## config.mk

```make
export PLATFORM = sky130hd
export DESIGN_NAME = dadda_mac_accum
export DESIGN_NICKNAME = d
export VERILOG_FILES = /design/src/rtl/dadda_pkg.sv /design/src/rtl/sat_accum_add.sv /design/src/rtl/dadda_mac_accum.sv
export SDC_FILE = /design/constraint.sdc
export NUM_CORES = 1
export LEC_CHECK = 0
export BUFFER_PORTS_ARGS = -buffer_cell sky130_fd_sc_hd__buf_2
export CORE_MARGIN = 2
export CORE_UTILIZATION = 30
export CTS_BUF_LIST = sky130_fd_sc_hd__clkbuf_8
export CTS_CLUSTER_SIZE = 40
export DETAILED_ROUTE_END_ITERATION = 16
export GPL_TIMING_DRIVEN = 0
export PLACE_DENSITY = 0.61
export SYNTH_ARGS = -nofsm -noshare
export SYNTH_HDL_FRONTEND = slang
export SYNTH_SLANG_ARGS = --single-unit
```

## constraint.sdc

```tcl
create_clock -name clk -period 2.3 [get_ports clk]
set_input_delay 0.46 -clock clk [delete_from_list [all_inputs] [get_ports clk]]
set_output_delay 0.46 -clock clk [all_outputs]
set_load 0.01 [all_outputs]
```

## src/rtl/dadda_pkg.sv

```systemverilog
// Shared types and defaults for the Dadda 4x4 multiplier and its downstream accumulator.
package dadda_pkg;

    typedef enum logic [1:0] {
        IDLE  = 2'd0,
        ACCUM = 2'd1,
        HOLD  = 2'd2
    } state_t;

    localparam int PROD_W_DEF = 8;
    localparam int PROD_MAX   = 225;  // 15 x 15
    localparam int ACC_W_DEF  = 12;

endpackage

```

## src/rtl/sat_accum_add.sv

```systemverilog
// Combinational saturating add of an unsigned product onto an unsigned accumulator.
module sat_accum_add #(
    parameter int ACC_W  = 12,
    parameter int PROD_W = 8
) (
    input  logic [ACC_W-1:0]  acc,
    input  logic [PROD_W-1:0] prod,
    output logic [ACC_W-1:0]  sum,
    output logic              ovf
);

    logic [ACC_W:0] wide;

    // Clamp to all ones whenever the extra top bit carries out.
    function automatic logic [ACC_W-1:0] sat(input logic [ACC_W:0] w);
        return w[ACC_W] ? {ACC_W{1'b1}} : w[ACC_W-1:0];
    endfunction

    assign wide = {1'b0, acc} + {{(ACC_W + 1 - PROD_W){1'b0}}, prod};
    assign sum  = sat(wide);
    assign ovf  = wide[ACC_W];

endmodule

```

## src/rtl/dadda_mac_accum.sv

```systemverilog
// Accumulates a framed stream of multiplier products into one saturated dot-product result
// and presents it on a valid/ready port.
module dadda_mac_accum
    import dadda_pkg::*;
#(
    parameter int PROD_W    = PROD_W_DEF,
    parameter int ACC_W     = ACC_W_DEF,
    parameter int MAX_TERMS = 16,
    parameter int CNT_W     = 5
) (
    input  logic              clk,
    input  logic              rst,
    input  logic              in_valid,
    output logic              in_ready,
    input  logic [PROD_W-1:0] in_prod,
    input  logic              in_last,
    output logic              out_valid,
    input  logic              out_ready,
    output logic [ACC_W-1:0]  out_sum,
    output logic [CNT_W-1:0]  out_count,
    output logic              out_ovf
);

    state_t             state, state_nxt;
    logic [ACC_W-1:0]   acc_p0;
    logic [CNT_W-1:0]   cnt_p0;
    logic               ovf_p0;
    logic               vld_p0;

    logic               accept;
    logic [ACC_W-1:0]   add_sum;
    logic               add_ovf;
    logic [CNT_W-1:0]   cnt_inc;
    logic               close_first;
    logic               close_accum;

    sat_accum_add #(
        .ACC_W  (ACC_W),
        .PROD_W (PROD_W)
    ) u_add (
        .acc  (acc_p0),
        .prod (in_prod),
        .sum  (add_sum),
        .ovf  (add_ovf)
    );

    assign in_ready    = (state != HOLD);
    assign accept      = in_valid & in_ready;
    assign cnt_inc     = cnt_p0 + 1'b1;
    assign close_first = in_last || (MAX_TERMS == 1);
    // A last flag coinciding with the count limit still yields a single close.
    assign close_accum = in_last || (cnt_inc == CNT_W'(MAX_TERMS));

    always_ff @(posedge clk) begin
        if (rst) state <= IDLE;
        else     state <= state_nxt;
    end

    always_comb begin
        state_nxt = state;
        case (state)
            IDLE:    if (accept) state_nxt = close_first ? HOLD : ACCUM;
            ACCUM:   if (accept) state_nxt = close_accum ? HOLD : ACCUM;
            HOLD:    if (out_ready) state_nxt = IDLE;
            default: state_nxt = IDLE;
        endcase
    end

    // Stage p0: accumulator, term count, sticky overflow and result-valid.
    always_ff @(posedge clk) begin
        if (rst) begin
            acc_p0 <= '0;
            cnt_p0 <= '0;
            ovf_p0 <= 1'b0;
            vld_p0 <= 1'b0;
        end else begin
            vld_p0 <= (state_nxt == HOLD);
            if (accept) begin
                if (state == IDLE) begin
                    acc_p0 <= ACC_W'(in_prod);
                    cnt_p0 <= CNT_W'(1);
                    ovf_p0 <= 1'b0;
                end else begin
                    acc_p0 <= add_sum;
                    cnt_p0 <= cnt_inc;
                    ovf_p0 <= ovf_p0 | add_ovf;
                end
            end
        end
    end

    assign out_valid = vld_p0;
    assign out_sum   = acc_p0;
    assign out_count = cnt_p0;
    assign out_ovf   = ovf_p0;

endmodule

```

==> results of run 1 <==
-- cell type report --
cell class	count	area (um2)	area share (%)
multi-input combinational	135	923	54.9
timing repair buffer	34	181	10.8
clock inverter	1	3.75	0.223
tap	52	65.1	3.87
sequential	21	422	25.1
clock buffer	3	41.3	2.46
buffer	6	26.3	1.56
inverter	5	18.8	1.12
-- worst register-to-register path, delay by kind of cell, from the launching register on --
kind / cells / cell delay (ps)
buffers and inverters: 2 / 210
flip-flops: 1 / 340
adder cells (fa/ha/maj): 2 / 520
AO/OA/AOI/OAI: 4 / 550
AND/OR/NAND/NOR: 2 / 440
-- worst paths after layout --
path / to / slack, ps / cells after the start
setup / recovery: out_sum[7] / 180 / 10
hold / removal: out_sum[0] / 460 / 2
setup reg to reg: out_sum[7] / 180 / 10
hold reg to reg: out_sum[0] / 460 / 2
-- cell usage in the layout (no fill, tap or decap), types with 4 or more instances in the layout --
| cell type | netlist | routed |
|---|---|---|
| nand3_1 | 7 | 7 |
| buf_2 | 1 | 32 |
| nor2_1 | 22 | 22 |
| a211oi_2 | 4 | 4 |
| xnor2_1 | 5 | 5 |
| dfxtp_1 | 21 | 20 |
| inv_1 | 5 | 6 |
| o22ai_1 | 4 | 4 |
| nand2_1 | 12 | 12 |
| nor3_1 | 4 | 4 |
| a21oi_1 | 15 | 15 |
| ha_1 | 9 | 8 |
| o21ai_0 | 8 | 7 |
-- kinds of logic after synthesis --
group,after synthesis,synth area share (%)
and+or+nand+nor,68,26.3
AOI/OAI and AO/OA,50,25.7
DFF,21,30.5
buffers and inverters,11,3.27
adders and majority gates,10,9.64
xor gates and xnor gates,6,3.82
muxes,1,0.727
-- routing by layer --
layer	wire length (um)	part of all wire (%)
met1	1630	49
met2	1490	45
met3	146	4.4
met4	59	1.8
met5	0	0
-- sequential cells by signal (all words and copies together) (netlist names) --
signal,count
out_sum,12
out_count,5
state,2
out_ovf,1
out_valid,1
-- power by group --
part           leakage [nW]  internal [mW]  switching, mW
Combinational         0.535          0.108          0.146
Sequential            0.172          0.382         0.0167
Clock                0.0269          0.119          0.131
-- through the flow --
stage	setup slack [ps]	hold WS [ps]
after floorplan	119	494
after global routing	11.9	497
final	183	464
after global placement	-227	469
after CTS	59.2	488
after detailed placement	-227	476
-- Yosys cell counts (2+ instances only) --
cell,number
inv_1,5
a21o_1,2
o22ai_1,4
nand2_1,12
a31oi_1,3
nor2b_1,3
nor2_1,22
a21oi_1,15
o21ai_1,2
and2_1,3
clkbuf_1,3
ha_1,9
nor4_1,2
a211oi_2,4
nor3_1,4
and3_1,2
o21ai_0,8
nor4b_1,2
nand3_1,7
nand2b_1,3
a22oi_1,3
dfxtp_1,21
nand3b_1,3
clkbuf_2,2
xnor2_1,5
-- what timing repair did --
item / 4_1_cts / 5_1_grt
gates cloned: 0 / 0
gates resized for setup: 0 / 6
pin swaps: 1 / 2
setup endpoints to repair: 4 / 10
hold buffers: 0 / 0
buffers inserted: 2 / 1
==> results.toml, run 1 <==
[floorplanning]
start_util_pct = 31.4
die_h_um = 71.7
dieArea_um2 = 5150
core_region_area_um2 = 4380
ios = 33
fp.dieW_um = 71.7
rows = 24

[clock_network]
clk_path_buf_depth = 2
cts_buffers = 3
tritoncts = "built"
cts_root_buf = "clkbuf_8"
htreeDepth = 1
cts_sinks = 21
clock_latency_ps = 270
clk_pin_slew_ps = 80

[power]
p_per_area_nw_per_um2 = 537
power_uw = 903
leakagePower_nw = 0.734
peakVddDrop_v = 0.000296

[logic_synthesis]
ys.flop_type = "dfxtp_1"
synthTopCellsByArea = "dfxtp_1, ha_1, nor2_1"
synth-seq-cells = 21
postSynthNetCount = 190
yosysTopAreaCellShare_pct = 30.5
synth_edf_count = 0
synthCells = 167
synth.avg_cell_area_um2 = 8.24
ys_seq_area_share_pct = 30.5
yosysWarnings = 0
synth_cell_types = 43
synthArstFlopShare_pct = 0
netlist_area_um2 = 1380
synth_area_leader_cell = "dfxtp_1"

[routing]
drt_iter0_drc = 88
drc = 0
avgViaCountPerCell = 5.07
wire_per_inst_um = 12.9
ant_nets = 0
drt-total-wl_um = 3330
firstDrtPassIters = 4
vias = 1303

[layout]
n_fill_cell = 478
diodes = 0
layout-drive-gt1-share_pct = 26.8
syn_to_final_growth_pct = 22.2
final_core_util_pct = 38.4
fin_nets = 229
stdcell_area_um2 = 1680
final_cells = 257

[grt]
gr-total-overflow = 0
use_met3_pct = 2.81
grt_max_degree = 12
antenna_found_initial = 0
grt.busiest_layer = "met2"
grtUsageMet1_pct = 17.4
grt_pass1_wl_um = 5490
grt.met2_usage_pct = 21.7
grtUsageTotal_pct = 13.3
grt_pass1_vias = 1179

[timing]
fin_crit_ps = 2120
finClkSkew_ps = 6.18
setup_viol = 0
report.final.slew_viol_count = 0
clock.fmax_ghz = 0.472
rsz0062_at_grt = "no"
hold_viol_final = 0
fin_setup_tns_ps = 0
min_period_over_period_pct = 92.0
worst_pin_slew_ps = 552
maxSlewHeadroom_pct = 63.2

[run]
drv_cap = 0

[critical_path]
crit_buf_inv = 2
cp-end-kind = "flip-flop"
startpoint_type = "flip-flop"
crit_family = "compound AO/OA/AOI/OAI gates"
cp_max_fo = 5
crit_start = "out_sum[0]"
cp.required_ps = 2500
path_class = "flip-flop to flip-flop"
path_cells = "ha_2 -> inv_1 -> fa_2 -> nand2b_4 -> a21oi_4 -> a31oi_4 -> nor3b_4 -> buf_4 -> o41ai_1 -> a21oi_1"
r2r_start = "out_sum[0]"
crit_path_top_delay_cell = "dfxtp_2"
slowest_delay_ps = 340
crit_arrival_ps = 2320

[placed_design]
numPortBuffers = 31
placed_cells = 250
routabilityCongestion = 0.824
postPlaceCellArea_um2 = 1600
place_hpwl_um = 2500

[worst_hold_path]
holdCritStartpoint = "out_sum[0]"
hold_class = "flip-flop to flip-flop"

[outcome]
outcome = "finished clean"
(Power assumes the default switching activity.)
==> run 2: changes to the inputs <==
--- a/config.mk
+++ b/config.mk
@@ -7,12 +7,12 @@
 export LEC_CHECK = 0
 export BUFFER_PORTS_ARGS = -buffer_cell sky130_fd_sc_hd__buf_2
 export CORE_MARGIN = 2
-export CORE_UTILIZATION = 30
-export CTS_BUF_LIST = sky130_fd_sc_hd__clkbuf_8
-export CTS_CLUSTER_SIZE = 40
+export CORE_UTILIZATION = 50
+export CTS_BUF_LIST = sky130_fd_sc_hd__clkbuf_4
+export CTS_CLUSTER_SIZE = 25
 export DETAILED_ROUTE_END_ITERATION = 16
 export GPL_TIMING_DRIVEN = 0
-export PLACE_DENSITY = 0.61
+export PLACE_DENSITY = 0.87
 export SYNTH_ARGS = -nofsm -noshare
 export SYNTH_HDL_FRONTEND = slang
 export SYNTH_SLANG_ARGS = --single-unit
==> run 2 against run 1 <==
  * Non-clock buffer count grew 1
  * Global-route usage grew 7.9 points
  * Count of clock-buffer cells in the layout is the same
  * Via count grew 3.0%
  * Sequential power is essentially flat
  * Combinational power grew 3%
  * Sequential cell count is the same
  * Setup slack lost 21 ps
  * Wire length shrank 3.0%
  * Register-to-register slack lost 20 ps
  * Largest power group unchanged
==> results.toml, run 2 (synthesized netlist as in run 1, its figures left out) <==
[worst_hold_path]
hold_class = "input pin to flip-flop"

[grt]
grt.met2_usage_pct = 34.9
grtUsageMet1_pct = 27.0
use_met3_pct = 5.99
grt_pass1_vias = 1230
grt.busiest_layer = "met2"
grt_pass1_wl_um = 5350
gr-total-overflow = 0
antenna_found_initial = 0
grt_max_degree = 13
grtUsageTotal_pct = 21.2

[layout]
syn_to_final_growth_pct = 20.3
layout-drive-gt1-share_pct = 27.7
multiInputGateArea_um2 = 933
regArea_um2 = 422
n_fill_cell = 268
final_cell_mix = "buf_2, nor2_1, dfxtp_1"
largest_reg_flops = 12
diodes = 0
fin_nets = 230
final_core_util_pct = 61.6
final_common_cell = "buf_2"

[clock_network]
clock_latency_ps = 310
tritoncts = "built"
clk_pin_slew_ps = 130
cts_sinks = 21
clk_path_buf_depth = 2
cts_root_buf = "clkbuf_4"
cts_buffers = 3
htreeDepth = 1

[critical_path]
crit_start = "out_sum[0]"
worstRegToRegCells = 10
crit_arrival_ps = 2390
worstSetupEndpoint = "out_sum[7]"
cp-end-kind = "flip-flop"
startpoint_type = "flip-flop"
slowest_delay_ps = 380
crit_path_top_delay_cell = "dfxtp_2"
rr_endpoint = "out_sum[7]"
path_class = "flip-flop to flip-flop"
cp.required_ps = 2560
cp_max_fo = 3
rrSetupSlack_ps = 160
r2r_start = "out_sum[0]"
path_cells = "ha_4 -> inv_1 -> fa_2 -> nand2b_4 -> a21oi_4 -> a31oi_4 -> nor3b_4 -> buf_4 -> o41ai_1 -> a21oi_1"

[floorplanning]
dieArea_um2 = 3190
die_h_um = 56.5
core_region_area_um2 = 2690
start_util_pct = 51.2
ios = 33
rows = 19
fp.dieW_um = 56.5

[routing]
drt-total-wl_um = 3230
firstDrtPassIters = 4
ant_nets = 0
avgViaCountPerCell = 5.66
vias = 1342
drc = 0
wire_per_inst_um = 13.6
drt_iter0_drc = 53

[placed_design]
place_hpwl_um = 2360
numPortBuffers = 31
routabilityCongestion = 0.811
pre_cts_ws_ps = -259

[timing]
finClkSkew_ps = 8.10
maxSlewHeadroom_pct = 61.6
hold_viol_final = 0
setup_viol = 0
worst_pin_slew_ps = 576
report.final.slew_viol_count = 0
worst_hold_slack_ps = 443
fin_crit_ps = 2140
worst_slack_ps = 162
min_period_over_period_pct = 93.0
rsz0062_at_grt = "no"
clock.fmax_ghz = 0.468

[run]
drv_cap = 0

[power]
power_uw = 847
p_per_area_nw_per_um2 = 511
leakagePower_nw = 0.730
peakVddDrop_v = 0.000382

[outcome]
outcome = "finished clean"
## run 2: what timing repair did
| item | CTS | global route |
|---|---|---|
| gates resized for setup | 0 | 7 |
| gates cloned | 0 | 0 |
| pin swaps | 1 | 4 |
| buffers inserted | 2 | 2 |
| hold buffers | 0 | 0 |
| setup endpoints to repair | 5 | 10 |
## run 2: layout make-up
class	count	share of cell area [%]
Inverter	5	1.13
Clock buffer	3	1.36
Buffer	6	1.59
Timing Repair Buffer	35	11.4
Tap cell	31	2.34
Sequential cell	21	25.5
Clock inverter	1	0.302
Multi-Input combinational cell	135	56.4
## run 2: worst min-delay path by stage
stage | startpoint | to | cells past startpoint
4_1_cts | out_ready | out_valid | 3
3_3_place_gp | out_sum[1] | out_sum[1] | 2
3_5_place_dp | out_sum[1] | out_sum[1] | 2
5_1_grt | in_prod[7] | out_sum[7] | 3
2_1_floorplan | out_sum[1] | out_sum[1] | 2
6_report | out_ready | out_valid | 3
## run 2: critical path: cells and delay by family, from the launching register on
kind	cells	cell delay, ps
buf+inv	2	220
fa+ha+maj	2	480
simple gates	2	440
flops	1	380
compound gates	4	580
## run 2: metal layers
metal	part of all wire [%]	vias to the layer above
met1	46	617
met5	0	-
met3	5.3	4
li1	-	686
met4	1.2	0
met2	48	35
## run 2: stage by stage
stage / TNS (ps) / std cells / cell area [um2]
final: 0 / 237 / 1660
after floorplan: 0 / 167 / 1380
after detailed placement: -1980 / 229 / 1570
after global routing: 0 / 237 / 1660
after global placement: -1420 / 229 / 1570
after CTS: 0 / 235 / 1610
## run 2: where the power goes
| part | total (mW) | internal, mW | switching, mW | leakage (nW) |
|---|---|---|---|---|
| sequential | 0.399 | 0.383 | 0.0168 | 0.172 |
| combinational | 0.261 | 0.112 | 0.149 | 0.540 |
| clock | 0.186 | 0.0650 | 0.121 | 0.0177 |
